==> src/rtl/zoom_pkg.sv <==
// Shared definitions for the zoom address generator, the frame buffer and the averaging datapath.
// Latency: n/a (types, constants and a pure helper function only).
// Backpressure: n/a.
// Contents: zoom mode encodings, controller state encoding, default frame geometry, effective-scale helper.
package zoom_pkg;

  localparam int DEF_IMG_W  = 160;
  localparam int DEF_IMG_H  = 120;
  localparam int DEF_ADDR_W = 17;
  localparam int DEF_MAX_K  = 2;

  localparam logic [1:0] MODE_COPY = 2'd0;
  localparam logic [1:0] MODE_DEC  = 2'd1;
  localparam logic [1:0] MODE_AVG  = 2'd2;

  typedef enum logic [1:0] {
    ST_IDLE = 2'd0,
    ST_RUN  = 2'd1,
    ST_DONE = 2'd2
  } state_t;

  // Scale actually used for a pass: COPY (encodings 0 and 3) ignores k,
  // and oversized k saturates to the largest supported block.
  function automatic logic [1:0] eff_k(input logic [1:0] mode, input logic [1:0] k,
                                       input int max_k);
    logic [1:0] r;
    if (mode != MODE_DEC && mode != MODE_AVG) r = 2'd0;
    else if (int'(k) > max_k)                 r = 2'(max_k);
    else                                      r = k;
    return r;
  endfunction

endpackage

==> src/rtl/zoom_axis_cnt.sv <==
// Wrap counter for one scan axis: counts 0..i_limit, returns to 0 on the step after the limit.
// Latency: count updates on the edge after i_step/i_clr; o_nxt shows that value combinationally.
// Backpressure: holds its count whenever i_step is low.
// Ports: i_clk/i_rst (sync, active-high), i_clr (restart at 0), i_step (advance), i_limit (last value),
//        o_nxt (value after this edge), o_wrap (count currently at i_limit).
module zoom_axis_cnt #(
  parameter int CW = 8
) (
  input  logic          i_clk,
  input  logic          i_rst,
  input  logic          i_clr,
  input  logic          i_step,
  input  logic [CW-1:0] i_limit,
  output logic [CW-1:0] o_nxt,
  output logic          o_wrap
);

  logic [CW-1:0] r_cnt;

  assign o_wrap = (r_cnt == i_limit);

  always_comb begin
    o_nxt = r_cnt;
    if (i_clr)       o_nxt = '0;
    else if (i_step) o_nxt = o_wrap ? '0 : r_cnt + CW'(1);
  end

  always_ff @(posedge i_clk) begin
    if (i_rst) r_cnt <= '0;
    else       r_cnt <= o_nxt;
  end

endmodule

==> src/rtl/zoom_addr_gen.sv <==
// Zoom address generator: walks the source frame, emitting source read and destination write addresses.
// Latency: first tap is presented the cycle after an accepted start; each accepted tap advances one edge later.
// Backpressure: i_en low freezes every output; done pulses one cycle after the final tap is accepted.
// Ports: i_clk, i_rst (sync, active-high), i_start, i_en, i_mode[1:0], i_k[1:0] in;
//        o_src_addr, o_dst_addr [ADDR_W-1:0], o_first_tap, o_last_tap, o_processing, o_done out.
module zoom_addr_gen
  import zoom_pkg::*;
#(
  parameter int IMG_W  = DEF_IMG_W,
  parameter int IMG_H  = DEF_IMG_H,
  parameter int ADDR_W = DEF_ADDR_W,
  parameter int MAX_K  = DEF_MAX_K
) (
  input  logic              i_clk,
  input  logic              i_rst,
  input  logic              i_start,
  input  logic              i_en,
  input  logic [1:0]        i_mode,
  input  logic [1:0]        i_k,
  output logic [ADDR_W-1:0] o_src_addr,
  output logic [ADDR_W-1:0] o_dst_addr,
  output logic              o_first_tap,
  output logic              o_last_tap,
  output logic              o_processing,
  output logic              o_done
);

  localparam int TW  = (MAX_K > 0) ? MAX_K : 1;
  localparam int DXW = $clog2(IMG_W);
  localparam int DYW = $clog2(IMG_H);

  state_t            r_state;
  logic [TW-1:0]     r_lim_t;
  logic [DXW-1:0]    r_lim_dx;
  logic [DYW-1:0]    r_lim_dy;
  logic [ADDR_W-1:0] r_pix_step, r_row_step;
  // Source bases: start of current block row, of current block, of current tap row inside the block.
  logic [ADDR_W-1:0] r_row_base, r_pix_base, r_tap_base;
  logic [ADDR_W-1:0] r_src, r_dst;
  logic              r_first, r_last, r_proc, r_done;

  // Pass geometry derived from the inputs at the moment start is accepted.
  logic [1:0]        w_ek;
  logic [TW-1:0]     w_lim_t;
  logic [DXW-1:0]    w_lim_dx;
  logic [DYW-1:0]    w_lim_dy;

  assign w_ek     = eff_k(i_mode, i_k, MAX_K);
  assign w_lim_t  = (i_mode == MODE_AVG) ? TW'((1 << w_ek) - 1) : '0;
  assign w_lim_dx = DXW'((IMG_W >> w_ek) - 1);
  assign w_lim_dy = DYW'((IMG_H >> w_ek) - 1);

  logic              w_start, w_adv;
  logic              w_tx_wrap, w_ty_wrap, w_dx_wrap, w_dy_wrap;
  logic              w_step_ty, w_step_dx, w_step_dy, w_final;
  logic [TW-1:0]     w_tx_nxt, w_ty_nxt;
  logic [DXW-1:0]    w_dx_nxt;
  logic [DYW-1:0]    w_dy_nxt;
  logic              w_first_nxt, w_last_nxt;
  logic [ADDR_W-1:0] w_tap_base_nxt, w_pix_base_nxt, w_row_base_nxt;

  assign w_start   = (r_state == ST_IDLE) && i_start;
  assign w_adv     = (r_state == ST_RUN) && i_en;
  // Carry chain, fastest axis first: tx -> ty -> dx -> dy.
  assign w_step_ty = w_adv && w_tx_wrap;
  assign w_step_dx = w_step_ty && w_ty_wrap;
  assign w_step_dy = w_step_dx && w_dx_wrap;
  assign w_final   = w_step_dy && w_dy_wrap;

  zoom_axis_cnt #(.CW(TW)) u_tx (
    .i_clk(i_clk), .i_rst(i_rst), .i_clr(w_start), .i_step(w_adv),
    .i_limit(r_lim_t), .o_nxt(w_tx_nxt), .o_wrap(w_tx_wrap));
  zoom_axis_cnt #(.CW(TW)) u_ty (
    .i_clk(i_clk), .i_rst(i_rst), .i_clr(w_start), .i_step(w_step_ty),
    .i_limit(r_lim_t), .o_nxt(w_ty_nxt), .o_wrap(w_ty_wrap));
  zoom_axis_cnt #(.CW(DXW)) u_dx (
    .i_clk(i_clk), .i_rst(i_rst), .i_clr(w_start), .i_step(w_step_dx),
    .i_limit(r_lim_dx), .o_nxt(w_dx_nxt), .o_wrap(w_dx_wrap));
  zoom_axis_cnt #(.CW(DYW)) u_dy (
    .i_clk(i_clk), .i_rst(i_rst), .i_clr(w_start), .i_step(w_step_dy),
    .i_limit(r_lim_dy), .o_nxt(w_dy_nxt), .o_wrap(w_dy_wrap));

  // Pixel axes only feed the carry chain; their next-count values are folded here.
  logic w_pix_nxt_unused;
  assign w_pix_nxt_unused = ^{w_dx_nxt, w_dy_nxt};

  // Tap markers for the tap being moved to.
  assign w_first_nxt = (w_tx_nxt == '0) && (w_ty_nxt == '0);
  assign w_last_nxt  = (w_tx_nxt == r_lim_t) && (w_ty_nxt == r_lim_t);

  assign w_tap_base_nxt = r_tap_base + ADDR_W'(IMG_W);
  assign w_pix_base_nxt = r_pix_base + r_pix_step;
  assign w_row_base_nxt = r_row_base + r_row_step;

  always_ff @(posedge i_clk) begin
    if (i_rst) begin
      r_state    <= ST_IDLE;
      r_lim_t    <= '0;
      r_lim_dx   <= '0;
      r_lim_dy   <= '0;
      r_pix_step <= '0;
      r_row_step <= '0;
      r_row_base <= '0;
      r_pix_base <= '0;
      r_tap_base <= '0;
      r_src      <= '0;
      r_dst      <= '0;
      r_first    <= 1'b0;
      r_last     <= 1'b0;
      r_proc     <= 1'b0;
      r_done     <= 1'b0;
    end else begin
      case (r_state)
        ST_IDLE: begin
          if (i_start) begin
            r_state    <= ST_RUN;
            r_lim_t    <= w_lim_t;
            r_lim_dx   <= w_lim_dx;
            r_lim_dy   <= w_lim_dy;
            r_pix_step <= ADDR_W'(1 << w_ek);
            r_row_step <= ADDR_W'(IMG_W << w_ek);
            r_row_base <= '0;
            r_pix_base <= '0;
            r_tap_base <= '0;
            r_src      <= '0;
            r_dst      <= '0;
            r_first    <= 1'b1;
            r_last     <= (w_lim_t == '0);
            r_proc     <= 1'b1;
          end
        end
        ST_RUN: begin
          if (i_en) begin
            if (w_final) begin
              // Addresses keep their last values; only the control flags change.
              r_state <= ST_DONE;
              r_proc  <= 1'b0;
              r_done  <= 1'b1;
              r_first <= 1'b0;
              r_last  <= 1'b0;
            end else begin
              r_first <= w_first_nxt;
              r_last  <= w_last_nxt;
              if (!w_tx_wrap) begin
                r_src <= r_src + ADDR_W'(1);
              end else if (!w_ty_wrap) begin
                r_tap_base <= w_tap_base_nxt;
                r_src      <= w_tap_base_nxt;
              end else if (!w_dx_wrap) begin
                r_pix_base <= w_pix_base_nxt;
                r_tap_base <= w_pix_base_nxt;
                r_src      <= w_pix_base_nxt;
                r_dst      <= r_dst + ADDR_W'(1);
              end else begin
                r_row_base <= w_row_base_nxt;
                r_pix_base <= w_row_base_nxt;
                r_tap_base <= w_row_base_nxt;
                r_src      <= w_row_base_nxt;
                r_dst      <= r_dst + ADDR_W'(1);
              end
            end
          end
        end
        ST_DONE: begin
          r_state <= ST_IDLE;
          r_done  <= 1'b0;
        end
        default: r_state <= ST_IDLE;
      endcase
    end
  end

  assign o_src_addr   = r_src;
  assign o_dst_addr   = r_dst;
  assign o_first_tap  = r_first;
  assign o_last_tap   = r_last;
  assign o_processing = r_proc;
  assign o_done       = r_done;

endmodule

==> config.mk <==
export PLATFORM = sky130hd
export DESIGN_NAME = zoom_addr_gen
export DESIGN_NICKNAME = d
export VERILOG_FILES = /design/src/rtl/zoom_pkg.sv /design/src/rtl/zoom_axis_cnt.sv /design/src/rtl/zoom_addr_gen.sv
export SDC_FILE = /design/constraint.sdc
export NUM_CORES = 1
export LEC_CHECK = 0
export ABC_AREA = 1
export CAP_MARGIN = 20
export CORE_ASPECT_RATIO = 0.75
export CORE_MARGIN = 2
export CORE_UTILIZATION = 50
export CTS_CLUSTER_DIAMETER = 30
export DETAILED_ROUTE_END_ITERATION = 7
export GPL_TIMING_DRIVEN = 1
export PLACE_DENSITY = 0.69
export SETUP_SLACK_MARGIN = 0.02
export SYNTH_ARGS = -nofsm -noshare
export SYNTH_HDL_FRONTEND = slang
export SYNTH_SLANG_ARGS = --single-unit
==> constraint.sdc <==
create_clock -name i_clk -period 3.3 [get_ports i_clk]
set_clock_uncertainty 0.2 [all_clocks]
set_input_delay 0.495 -clock i_clk [delete_from_list [all_inputs] [get_ports i_clk]]
set_output_delay 0.495 -clock i_clk [all_outputs]
set_load 0.02 [all_outputs]
==> results of run 1 <==
[metrics by stage]
| step | hold slack (ns) | std cells | area (um2) | power [mW] | util, % |
|---|---|---|---|---|---|
| 2_1_floorplan | 0.245 | 1201 | 7700 | 2.17 | - |
| 3_3_place_gp | 0.253 | 1429 | 8320 | 2.38 | 55.0 |
| 3_5_place_dp | 0.255 | 1429 | 8320 | 2.38 | 55.0 |
| 4_1_cts | 0.218 | 1459 | 8890 | 4.20 | 58.8 |
| 5_1_grt | 0.243 | 1459 | 8890 | 4.38 | 58.8 |
| 6_report | 0.246 | 1459 | 8890 | 4.18 | 58.8 |
[report_power, final]
group	switching, mW	leakage, nW	internal (mW)
Clock	0.662	0.282	1.16
Sequential	0.0699	0.984	1.53
Combinational	0.514	2.36	0.249
[routing by layer]
metal  vias up  track usage [%]  part of all wire [%]
met3        22             5.37                   6.5
met1      3482             38.1                    51
met2       227             38.0                    42
li1       3987                -                     -
met4         0             6.99                   1.2
met5         -                0                     0
[path summary, 6_finish.rpt]
| kind | cells after the start | endpoint |
|---|---|---|
| setup / recovery | 11 | r_tap_base[4]$_SDFFE_PP0P_ |
| hold / removal | 4 | o_dst_addr[3]$_SDFFE_PP0P_ |
| setup reg to reg | 11 | r_tap_base[4]$_SDFFE_PP0P_ |
| hold reg to reg | 2 | o_processing$_SDFFE_PP0P_ |
[cells in the mapped netlist, types with 7 or more instances]
master	instances
nand2_1	344
nor2_1	124
dfxtp_1	121
inv_1	120
nand3_1	116
a21oi_1	109
o21ai_0	60
ha_1	24
nor3_1	23
clkbuf_1	20
xor2_1	18
xnor2_1	17
nand4_1	15
buf_2	9
nand3b_1	9
or2_2	7
[final cells by class]
type                    instances  area, um2
clock inverters                 8       96.3
repair buffers                 59        551
inverters                     125        472
well taps                     205        256
multi-input cells             919       4620
clock buffers                  22        474
fillers                      1495       6230
flip-flops and latches        121       2420
[cells in the final DEF (no fill, tap or decap), types with 3 or more instances in the layout]
| cell type | Yosys | layout |
|---|---|---|
| a21oi_1 | 109 | 109 |
| clkbuf_16 | 0 | 17 |
| and2_1 | 5 | 5 |
| a211oi_1 | 3 | 3 |
| clkdlybuf4s50_1 | 0 | 44 |
| or2_2 | 7 | 7 |
| nor2_1 | 124 | 123 |
| o21ai_1 | 3 | 3 |
| nand3b_1 | 9 | 9 |
| o21ai_0 | 60 | 60 |
| nor3_2 | 5 | 5 |
| xnor2_1 | 17 | 17 |
| a22oi_1 | 3 | 3 |
| inv_2 | 4 | 4 |
| nor2_2 | 2 | 3 |
| ha_1 | 24 | 24 |
| buf_4 | 4 | 14 |
| inv_1 | 120 | 120 |
| nand3_1 | 116 | 116 |
| nor3_1 | 23 | 23 |
| nand2_1 | 344 | 344 |
| xor2_1 | 18 | 18 |
| dfxtp_1 | 121 | 121 |
| nand2_2 | 5 | 5 |
| clkinv_2 | 0 | 4 |
| clkbuf_8 | 0 | 3 |
| nand4_1 | 15 | 15 |
[worst min-delay path: cells and delay by family]
| family | cells | cell delay [ns] |
|---|---|---|
| AO/OA/AOI/OAI | 1 | 0.04 |
| buffers and inverters | 1 | 0.12 |
| AND/OR/NAND/NOR | 2 | 0.17 |
[cells by family after synthesis]
logic type               Yosys count  synth area share, %
AO/OA/AOI/OAI                    189                 12.8
XOR/XNOR                          37                 4.41
adder cells (fa/ha/maj)           26                 4.42
buffers and inverters            161                 8.52
flip-flops                       121                 31.5
AND/OR/NAND/NOR                  667                 38.3
[sequential cells by signal (all words and copies together) (netlist names)]
| signal | flops |
|---|---|
| o_dst_addr | 17 |
| o_src_addr | 17 |
| r_pix_base | 17 |
| r_tap_base | 17 |
| r_row_base | 12 |
| u_dx.r_cnt | 8 |
| u_dy.r_cnt | 7 |
| r_lim_dx | 6 |
| r_lim_dy | 4 |
| r_lim_t | 2 |
| r_pix_step | 2 |
| r_row_step | 2 |
| r_state | 2 |
| u_tx.r_cnt | 2 |
| u_ty.r_cnt | 2 |
| o_done | 1 |
| o_first_tap | 1 |
| o_last_tap | 1 |
| o_processing | 1 |
==> results.py, run 1 <==
metrics = {
    "run_status": {
        "status": "finished clean",
    },
    "run": {
        "drv_cap": 0,
    },
    "worst_setup_path": {
        "reg2reg_slack_ns": 0.66,
        "crit_start": "r_pix_step[0]$_SDFFE_PP0P_",
        "crit_path_max_fanout": 6,
        "r2r-start": "r_pix_step[0]$_SDFFE_PP0P_",
        "path_class": "reg2reg",
        "cp-start-kind": "register",
        "max_stage_delay_ns": 0.49,
        "cp-end-kind": "register",
        "crit_slowest_cell": "dfxtp_1",
        "cp.buffers_inverters": 2,
        "critPathTopFamily": "adder cells",
        "required_ns": 3.45,
        "crit_arrival_ns": 2.79,
        "path_cells": "ha_1 -> inv_1 -> fa_1 -> inv_1 -> nand3_1 -> nand2_1 -> or2_2 -> nand3_1 -> o21ai_0 -> a22oi_1 -> nor2_1",
    },
    "layout": {
        "layout-area-overhead-vs-synth_pct": 15.5,
        "antennaDiodeCount": 0,
        "nNetsFinal": 1277,
        "drive_gt1_share_pct": 6.46,
    },
    "floorplan": {
        "die_w_um": 147,
        "start_util_pct": 50.9,
        "io_pins": 46,
        "die_area_um2": 16400,
        "core_area_um2": 15100,
        "die_height_um": 111,
        "rows": 39,
    },
    "logic_synthesis": {
        "synth_area_per_cell_um2": 6.41,
        "ys_types": 43,
        "ys_top_cells_by_area": "dfxtp_1 (31%), nand2_1 (17%), nand3_1 (7.5%)",
        "synth_top_cell_by_area": "dfxtp_1",
        "syn_inst": 1201,
        "synthArstFlopShare_pct": 0,
        "ys_seq_elements": 121,
        "synth-edff-count": 0,
        "yosysWarnings": 0,
        "synth_nets": 1235,
        "synthesis.area_um2": 7700,
        "synth_top_area_share_pct": 31.5,
        "ys.flop_type": "dfxtp_1",
        "yosysSeqAreaShare_pct": 31.5,
    },
    "placed_design": {
        "post-place-ws_ns": 0.526,
        "io_buffers": 45,
        "place.gp.congestion": 0.911,
        "dp_hpwl_mm": 14.5,
    },
    "cts": {
        "cts_resized": 0,
        "clk_latency_ns": 0.42,
        "post_cts_buffers": 0,
        "cts_made_buffers": 17,
        "cts_tree": "done",
        "cts_hold_repair.buffers": 0,
        "cts_buffer_depth": 2,
        "cts.sinks": 121,
        "htreeDepth": 4,
        "cts.clk_slew.worst_paths_ns": 0.06,
        "cts-root-buf": "clkbuf_16",
    },
    "pwr": {
        "irDropWorstVdd_uv": 345,
        "p_leak_nw": 3.63,
        "p_per_area_nw_per_um2": 470,
    },
    "worst_hold_path": {
        "holdCritPathClass": "in2reg",
        "hp-start": "i_rst",
    },
    "timing": {
        "setup_violations": 0,
        "max_freq_ghz": 0.378,
        "final_max_slew_viol_count": 0,
        "hold_violations": 0,
        "rsz0062_at_grt": "false",
        "setup_tns_ns": 0,
        "fin_ws_ns": 0.657,
        "worst_slew_pin_slew_ns": 0.874,
        "slew_headroom_pct": 41.7,
        "fin_crit_sh_pct": 80.1,
        "min_period_ns": 2.64,
    },
    "global_routing": {
        "overflow": 0,
        "grt_pass1_vias": 6897,
        "antenna_found_initial": 0,
        "grt_max_degree": 74,
        "grt_pass1_wl_mm": 34.4,
        "grt_usage_pct": 25.8,
    },
    "routing": {
        "ant_nets": 0,
        "via_per_inst": 5.29,
        "firstDrtPassIters": 5,
        "drc_errors": 0,
        "dr_total_vias": 7718,
        "dr.first_iter.drc_count": 693,
        "drt-total-wl_mm": 20.4,
        "wl_per_cell_um": 14.0,
    },
}
No activity file was read; power rests on OpenSTA's default activity.
==> inputs of run 2 (changes only) <==
--- a/config.mk
+++ b/config.mk
@@ -13,7 +13,7 @@
 export CTS_CLUSTER_DIAMETER = 30
 export DETAILED_ROUTE_END_ITERATION = 7
 export GPL_TIMING_DRIVEN = 1
-export PLACE_DENSITY = 0.69
+export PLACE_DENSITY = 0.72
 export SETUP_SLACK_MARGIN = 0.02
 export SYNTH_ARGS = -nofsm -noshare
 export SYNTH_HDL_FRONTEND = slang
==> constraint.sdc (replaced) <==
create_clock -name i_clk -period 2.2 [get_ports i_clk]
set_clock_uncertainty 0.2 [all_clocks]
set_input_delay 0.33 -clock i_clk [delete_from_list [all_inputs] [get_ports i_clk]]
set_output_delay 0.33 -clock i_clk [all_outputs]
set_load 0.02 [all_outputs]
==> results.py, run 2 (same netlist as run 1, synthesis figures left out) <==
metrics = {
    "timing": {
        "final_max_slew_viol_count": 0,
        "setup_violations": 0,
        "fin_crit_sh_pct": 97.8,
        "setup_tns_ns": 0,
        "worst_slew_pin_slew_ns": 0.703,
        "slew_headroom_pct": 53.1,
        "hold_violations": 0,
        "max_freq_ghz": 0.465,
        "min_period_ns": 2.15,
        "rsz0062_at_grt": "true",
    },
    "layout": {
        "finalNonFillerCells": 1530,
        "layout-area-overhead-vs-synth_pct": 30.0,
        "final_common_cell": "nand2_1",
        "nNetsFinal": 1346,
        "final_cell_mix": "nand2_1 (328), inv_1 (117), nor2_1 (117)",
        "drive_gt1_share_pct": 18.5,
        "antennaDiodeCount": 0,
        "post-route-util_pct": 66.1,
    },
    "worst_setup_path": {
        "crit_start": "r_pix_step[0]$_SDFFE_PP0P_",
        "crit_arrival_ns": 2.30,
        "crit_path_max_fanout": 4,
        "crit_slowest_cell": "fa_2",
        "rr_worst_depth": 10,
        "path_cells": "ha_4 -> fa_2 -> nand3_2 -> nand3_2 -> xnor2_1 -> nand2_1 -> nand2_2 -> o21ai_2 -> nand2_1 -> a21oi_1",
        "reg2reg_slack_ns": 0.05,
        "cp-end-kind": "register",
        "r2r-start": "r_pix_step[0]$_SDFFE_PP0P_",
        "path_class": "reg2reg",
        "critPathTopFamily": "adder cells",
        "cp-start-kind": "register",
        "required_ns": 2.35,
        "cp.buffers_inverters": 0,
        "max_stage_delay_ns": 0.43,
        "rr_endpoint": "r_tap_base[9]$_SDFFE_PP0P_",
    },
    "routing": {
        "wl_met2_mm": 9.97,
        "drt-total-wl_mm": 22.9,
        "via_per_inst": 5.41,
        "routed.top_layer": "met4",
        "ant_nets": 0,
        "wl_met3_mm": 1.74,
        "firstDrtPassIters": 5,
        "wl_met1_mm": 10.8,
        "drc_errors": 0,
        "dr_total_vias": 8281,
        "wl_per_cell_um": 14.9,
        "dr.first_iter.drc_count": 702,
    },
    "cts": {
        "cts.sinks": 121,
        "cts_hold_repair.buffers": 0,
        "cts.clk_slew.worst_paths_ns": 0.06,
        "clk_latency_ns": 0.43,
        "cts_buffer_depth": 2,
        "cts-root-buf": "clkbuf_16",
        "cts_tree": "done",
        "htreeDepth": 4,
        "cts_made_buffers": 17,
    },
    "global_routing": {
        "grt_usage_pct": 26.7,
        "grt_max_degree": 60,
        "overflow": 0,
        "grt_pass1_vias": 7358,
        "grt_pass1_wl_mm": 35.9,
        "antenna_found_initial": 0,
    },
    "placed_design": {
        "post-place-cells": 1487,
        "place.gp.congestion": 0.879,
        "dp_hpwl_mm": 15.0,
        "io_buffers": 45,
    },
    "pwr": {
        "p_per_area_nw_per_um2": 694,
        "p_leak_nw": 4.11,
        "irDropWorstVdd_uv": 463,
    },
    "worst_hold_path": {
        "holdCritPathClass": "in2reg",
        "hp-start": "i_rst",
        "hold_end": "r_row_step[7]$_SDFFE_PP0P_",
        "hold_depth": 3,
    },
    "run_status": {
        "status": "finished clean",
    },
    "floorplan": {
        "core_area_um2": 15100,
        "rows": 39,
        "die_area_um2": 16400,
        "start_util_pct": 50.9,
        "io_pins": 46,
        "die_w_um": 147,
        "die_height_um": 111,
    },
    "run": {
        "drv_cap": 0,
    },
}
[run 2: worst min-delay path, stage by stage]
cell and delay [ns]:
buf_2 0.14, buf_4 0.21, nor2_1 0.11
[run 2: what timing repair did]
item | in CTS | in global routing
setup buffers | 0 | 8
endpoints found under the setup margin | 38 | 92
pin swaps | 2 | 38
gates cloned | 1 | 2
resized for setup | 16 | 106
[run 2: area by class of cell]
| class | count | area (um2) |
|---|---|---|
| timing repair buffer | 125 | 1120 |
| multi-input combinational | 922 | 5080 |
| clock inverter | 10 | 165 |
| tap | 205 | 256 |
| fill | 1319 | 5120 |
| sequential | 121 | 2440 |
| inverter | 125 | 472 |
| clock buffer | 22 | 474 |
[run 2: worst max-delay path by stage]
stage                                   to  slack (ns)  cells past startpoint
4_1_cts        o_src_addr[15]$_SDFFE_PP0P_        0.02                     11
2_1_floorplan  o_src_addr[16]$_SDFFE_PP0P_        0.05                     13
3_5_place_dp    u_dy.r_cnt[4]$_SDFFE_PP0P_       -0.22                     11
3_3_place_gp       o_last_tap$_SDFFE_PP0P_       -0.19                     10
6_report        r_tap_base[9]$_SDFFE_PP0P_        0.05                     10
5_1_grt         o_src_addr[9]$_SDFFE_PP0P_       -0.05                     10
[run 2: report_power, final]
| group | total (mW) | internal, mW | switching, mW |
|---|---|---|---|
| Clock | 3.06 | 1.99 | 1.07 |
| Sequential | 2.41 | 2.30 | 0.113 |
| Combinational | 1.48 | 0.563 | 0.915 |
| Total | 6.94 | 4.85 | 2.09 |
[run 2: through the flow]
step / hold slack (ns) / instance area (um2) / total power [mW] / setup WS [ns]
final: 0.199 / 10000 / 6.94 / 0.0476
after global routing: 0.186 / 10000 / 7.19 / -0.0548
after CTS: 0.175 / 9500 / 6.74 / 0.0232
after detailed placement: 0.256 / 8800 / 3.68 / -0.217
after global placement: 0.251 / 8800 / 3.66 / -0.188
after floorplan: 0.245 / 7700 / 3.26 / 0.0524
[run 2: layer usage]
layer | up-vias | track usage, %
met5 | - | 0
met4 | 0 | 6.22
met3 | 32 | 5.74
met2 | 333 | 41.1
met1 | 3776 | 38.3
li1 | 4140 | -
==> inputs of run 3 (changes only) <==
--- a/config.mk
+++ b/config.mk
@@ -11,10 +11,12 @@
 export CORE_MARGIN = 2
 export CORE_UTILIZATION = 50
 export CTS_CLUSTER_DIAMETER = 30
+export CTS_CLUSTER_SIZE = 24
 export DETAILED_ROUTE_END_ITERATION = 7
 export GPL_TIMING_DRIVEN = 1
-export PLACE_DENSITY = 0.72
+export PLACE_DENSITY = 0.71
 export SETUP_SLACK_MARGIN = 0.02
 export SYNTH_ARGS = -nofsm -noshare
 export SYNTH_HDL_FRONTEND = slang
+export SYNTH_HIERARCHICAL = 1
 export SYNTH_SLANG_ARGS = --single-unit
==> results.py, run 3 <==
metrics = {
    "run_status": {
        "status": "complete, but fails checks",
        "violations": "negative setup slack",
    },
    "routing": {
        "firstDrtPassIters": 6,
        "dr.first_iter.drc_count": 930,
        "drc_errors": 0,
        "via_per_inst": 5.49,
        "drt-total-wl_mm": 25.2,
        "wl_per_cell_um": 15.9,
        "ant_nets": 0,
        "dr_total_vias": 8686,
    },
    "worst_setup_path": {
        "required_ns": 2.34,
        "path_class": "reg2reg",
        "critPathTopFamily": "simple AND/OR/NAND/NOR gates",
        "path_cells": "ha_4 -> inv_2 -> fa_2 -> inv_2 -> nand2_2 -> nand2_2 -> nand2_4 -> buf_4 -> a21oi_1 -> nand2_1 -> nand2_1 -> nand2_2 -> a31oi_1",
        "crit_path_max_fanout": 6,
        "crit_slowest_cell": "dfxtp_4",
        "cp-end-kind": "register",
        "max_stage_delay_ns": 0.40,
        "worst-path-stages": 13,
        "crit_arrival_ns": 2.59,
        "crit_top_cell": "nand2_2",
        "cp.buffers_inverters": 3,
        "rr_worst_depth": 13,
        "cp-start-kind": "register",
    },
    "cts": {
        "cts_buffer_depth": 2,
        "clk_latency_ns": 0.42,
        "cts.sinks": 122,
        "cts_made_buffers": 17,
        "cts_hold_repair.buffers": 0,
        "cts-root-buf": "clkbuf_16",
        "cts_tree": "done",
        "cts.clk_slew.worst_paths_ns": 0.06,
        "htreeDepth": 4,
    },
    "global_routing": {
        "overflow": 0,
        "grt_max_degree": 50,
        "grt_usage_pct": 27.9,
        "grt_pass1_wl_mm": 37.3,
        "grt_pass1_vias": 7741,
        "antenna_found_initial": 0,
    },
    "logic_synthesis": {
        "syn_inst": 1187,
        "synthesis.area_um2": 7670,
        "yosysWarnings": 6,
        "synth_area_per_cell_um2": 6.46,
        "synth_nets": 1221,
    },
    "layout": {
        "final_common_cell": "nand2_1",
        "layout-area-overhead-vs-synth_pct": 47.0,
        "nNetsFinal": 1398,
        "layout.area.seq_um2": 2480,
        "post-route-util_pct": 74.6,
        "multi_input_area_um2": 5600,
        "final_cell_mix": "nand2_1 (267), buf_4 (118), inv_1 (107)",
        "fillers": 1096,
        "fin_area_um2": 11300,
        "drive_gt1_share_pct": 35.2,
        "antennaDiodeCount": 0,
    },
    "placed_design": {
        "place.gp.congestion": 0.917,
        "dp_hpwl_mm": 15.7,
        "dpl-instance-area_um2": 9220,
        "io_buffers": 45,
    },
    "floorplan": {
        "die_height_um": 111,
        "rows": 39,
        "die_area_um2": 16400,
        "core_area_um2": 15100,
        "die_w_um": 147,
        "io_pins": 46,
        "start_util_pct": 50.7,
    },
    "timing": {
        "hold_ws_ns": 0.0962,
        "worst_slew_pin_slew_ns": 0.599,
        "rsz0062_at_grt": "true",
        "min_period_ns": 2.45,
        "max_freq_ghz": 0.408,
        "slew_headroom_pct": 60.0,
        "hold_violations": 0,
        "fin_ws_ns": -0.249,
        "setup_violations": 79,
        "final_max_slew_viol_count": 0,
        "fin_crit_sh_pct": 111,
    },
    "run": {
        "drv_cap": 0,
    },
    "worst_hold_path": {
        "holdCritPathClass": "in2reg",
        "hold_depth": 2,
    },
    "pwr": {
        "irDropWorstVdd_uv": 520,
        "finalPower_mw": 6.67,
        "p_leak_nw": 4.69,
        "p_per_area_nw_per_um2": 591,
    },
}
[run 3: metal layers]
metal	GRT usage [%]	up-vias	part of all wire, %
li1	-	4223	-
met1	39.9	4085	45
met2	41.8	331	46
met3	6.87	47	7.4
met4	7.69	0	1.6
met5	0	-	0
[run 3: layout make-up]
cell class / count / area share, %
Timing Repair inverter: 2 / 0.200
Inverter: 140 / 5.02
Timing Repair Buffer: 189 / 15.8
Clock inverter: 5 / 0.266
Sequential cell: 122 / 22.0
Multi-Input combinational cell: 892 / 49.6
Tap cell: 205 / 2.27
Clock buffer: 26 / 4.88
[run 3: repair_timing]
action	4_1_cts	5_1_grt
gates resized for setup	76	250
buffers inserted	8	16
hold endpoints to repair	0	0
cloned	2	5
pin swaps	19	81
endpoints found under the setup margin	82	95
[run 3: worst paths after layout]
kind                                   start                    endpoint  slack (ns)
setup / recovery    r_lim_dx[7]$_SDFFE_PP0P_  o_src_addr[4]$_SDFFE_PP0P_       -0.25
hold / removal                         i_rst    u_dy/r_cnt[3]$_SDFF_PP0_         0.1
setup reg to reg    r_lim_dx[7]$_SDFFE_PP0P_  o_src_addr[4]$_SDFFE_PP0P_       -0.25
hold reg to reg   r_tap_base[2]$_SDFFE_PP0P_  r_tap_base[2]$_SDFFE_PP0P_        0.27
[run 3: power by group]
group | switching (mW) | leakage (nW) | internal, mW
registers | 0.0795 | 1.00 | 2.28
logic | 0.927 | 3.41 | 0.651
clock network | 1.02 | 0.285 | 1.71
total | 2.03 | 4.69 | 4.64
[run 3: metrics by stage]
| step | setup WS [ns] | instances | TNS (ns) |
|---|---|---|---|
| after floorplan | -0.111 | 1187 | -0.197 |
| after global placement | -0.233 | 1521 | -7.22 |
| after detailed placement | -0.312 | 1521 | -11.19 |
| after CTS | -0.127 | 1562 | -4.93 |
| after global routing | -0.305 | 1581 | -17.10 |
| final | -0.249 | 1581 | -8.41 |
[run 3: worst reg2reg max path: stages (launching register included)]
cell and delay, ns:
dfxtp_4 0.40, ha_4 0.15, inv_2 0.04, fa_2 0.37, inv_2 0.06, nand2_2 0.05
nand2_2 0.08, nand2_4 0.10, buf_4 0.15, a21oi_1 0.23, nand2_1 0.13, nand2_1 0.14
nand2_2 0.11, a31oi_1 0.16
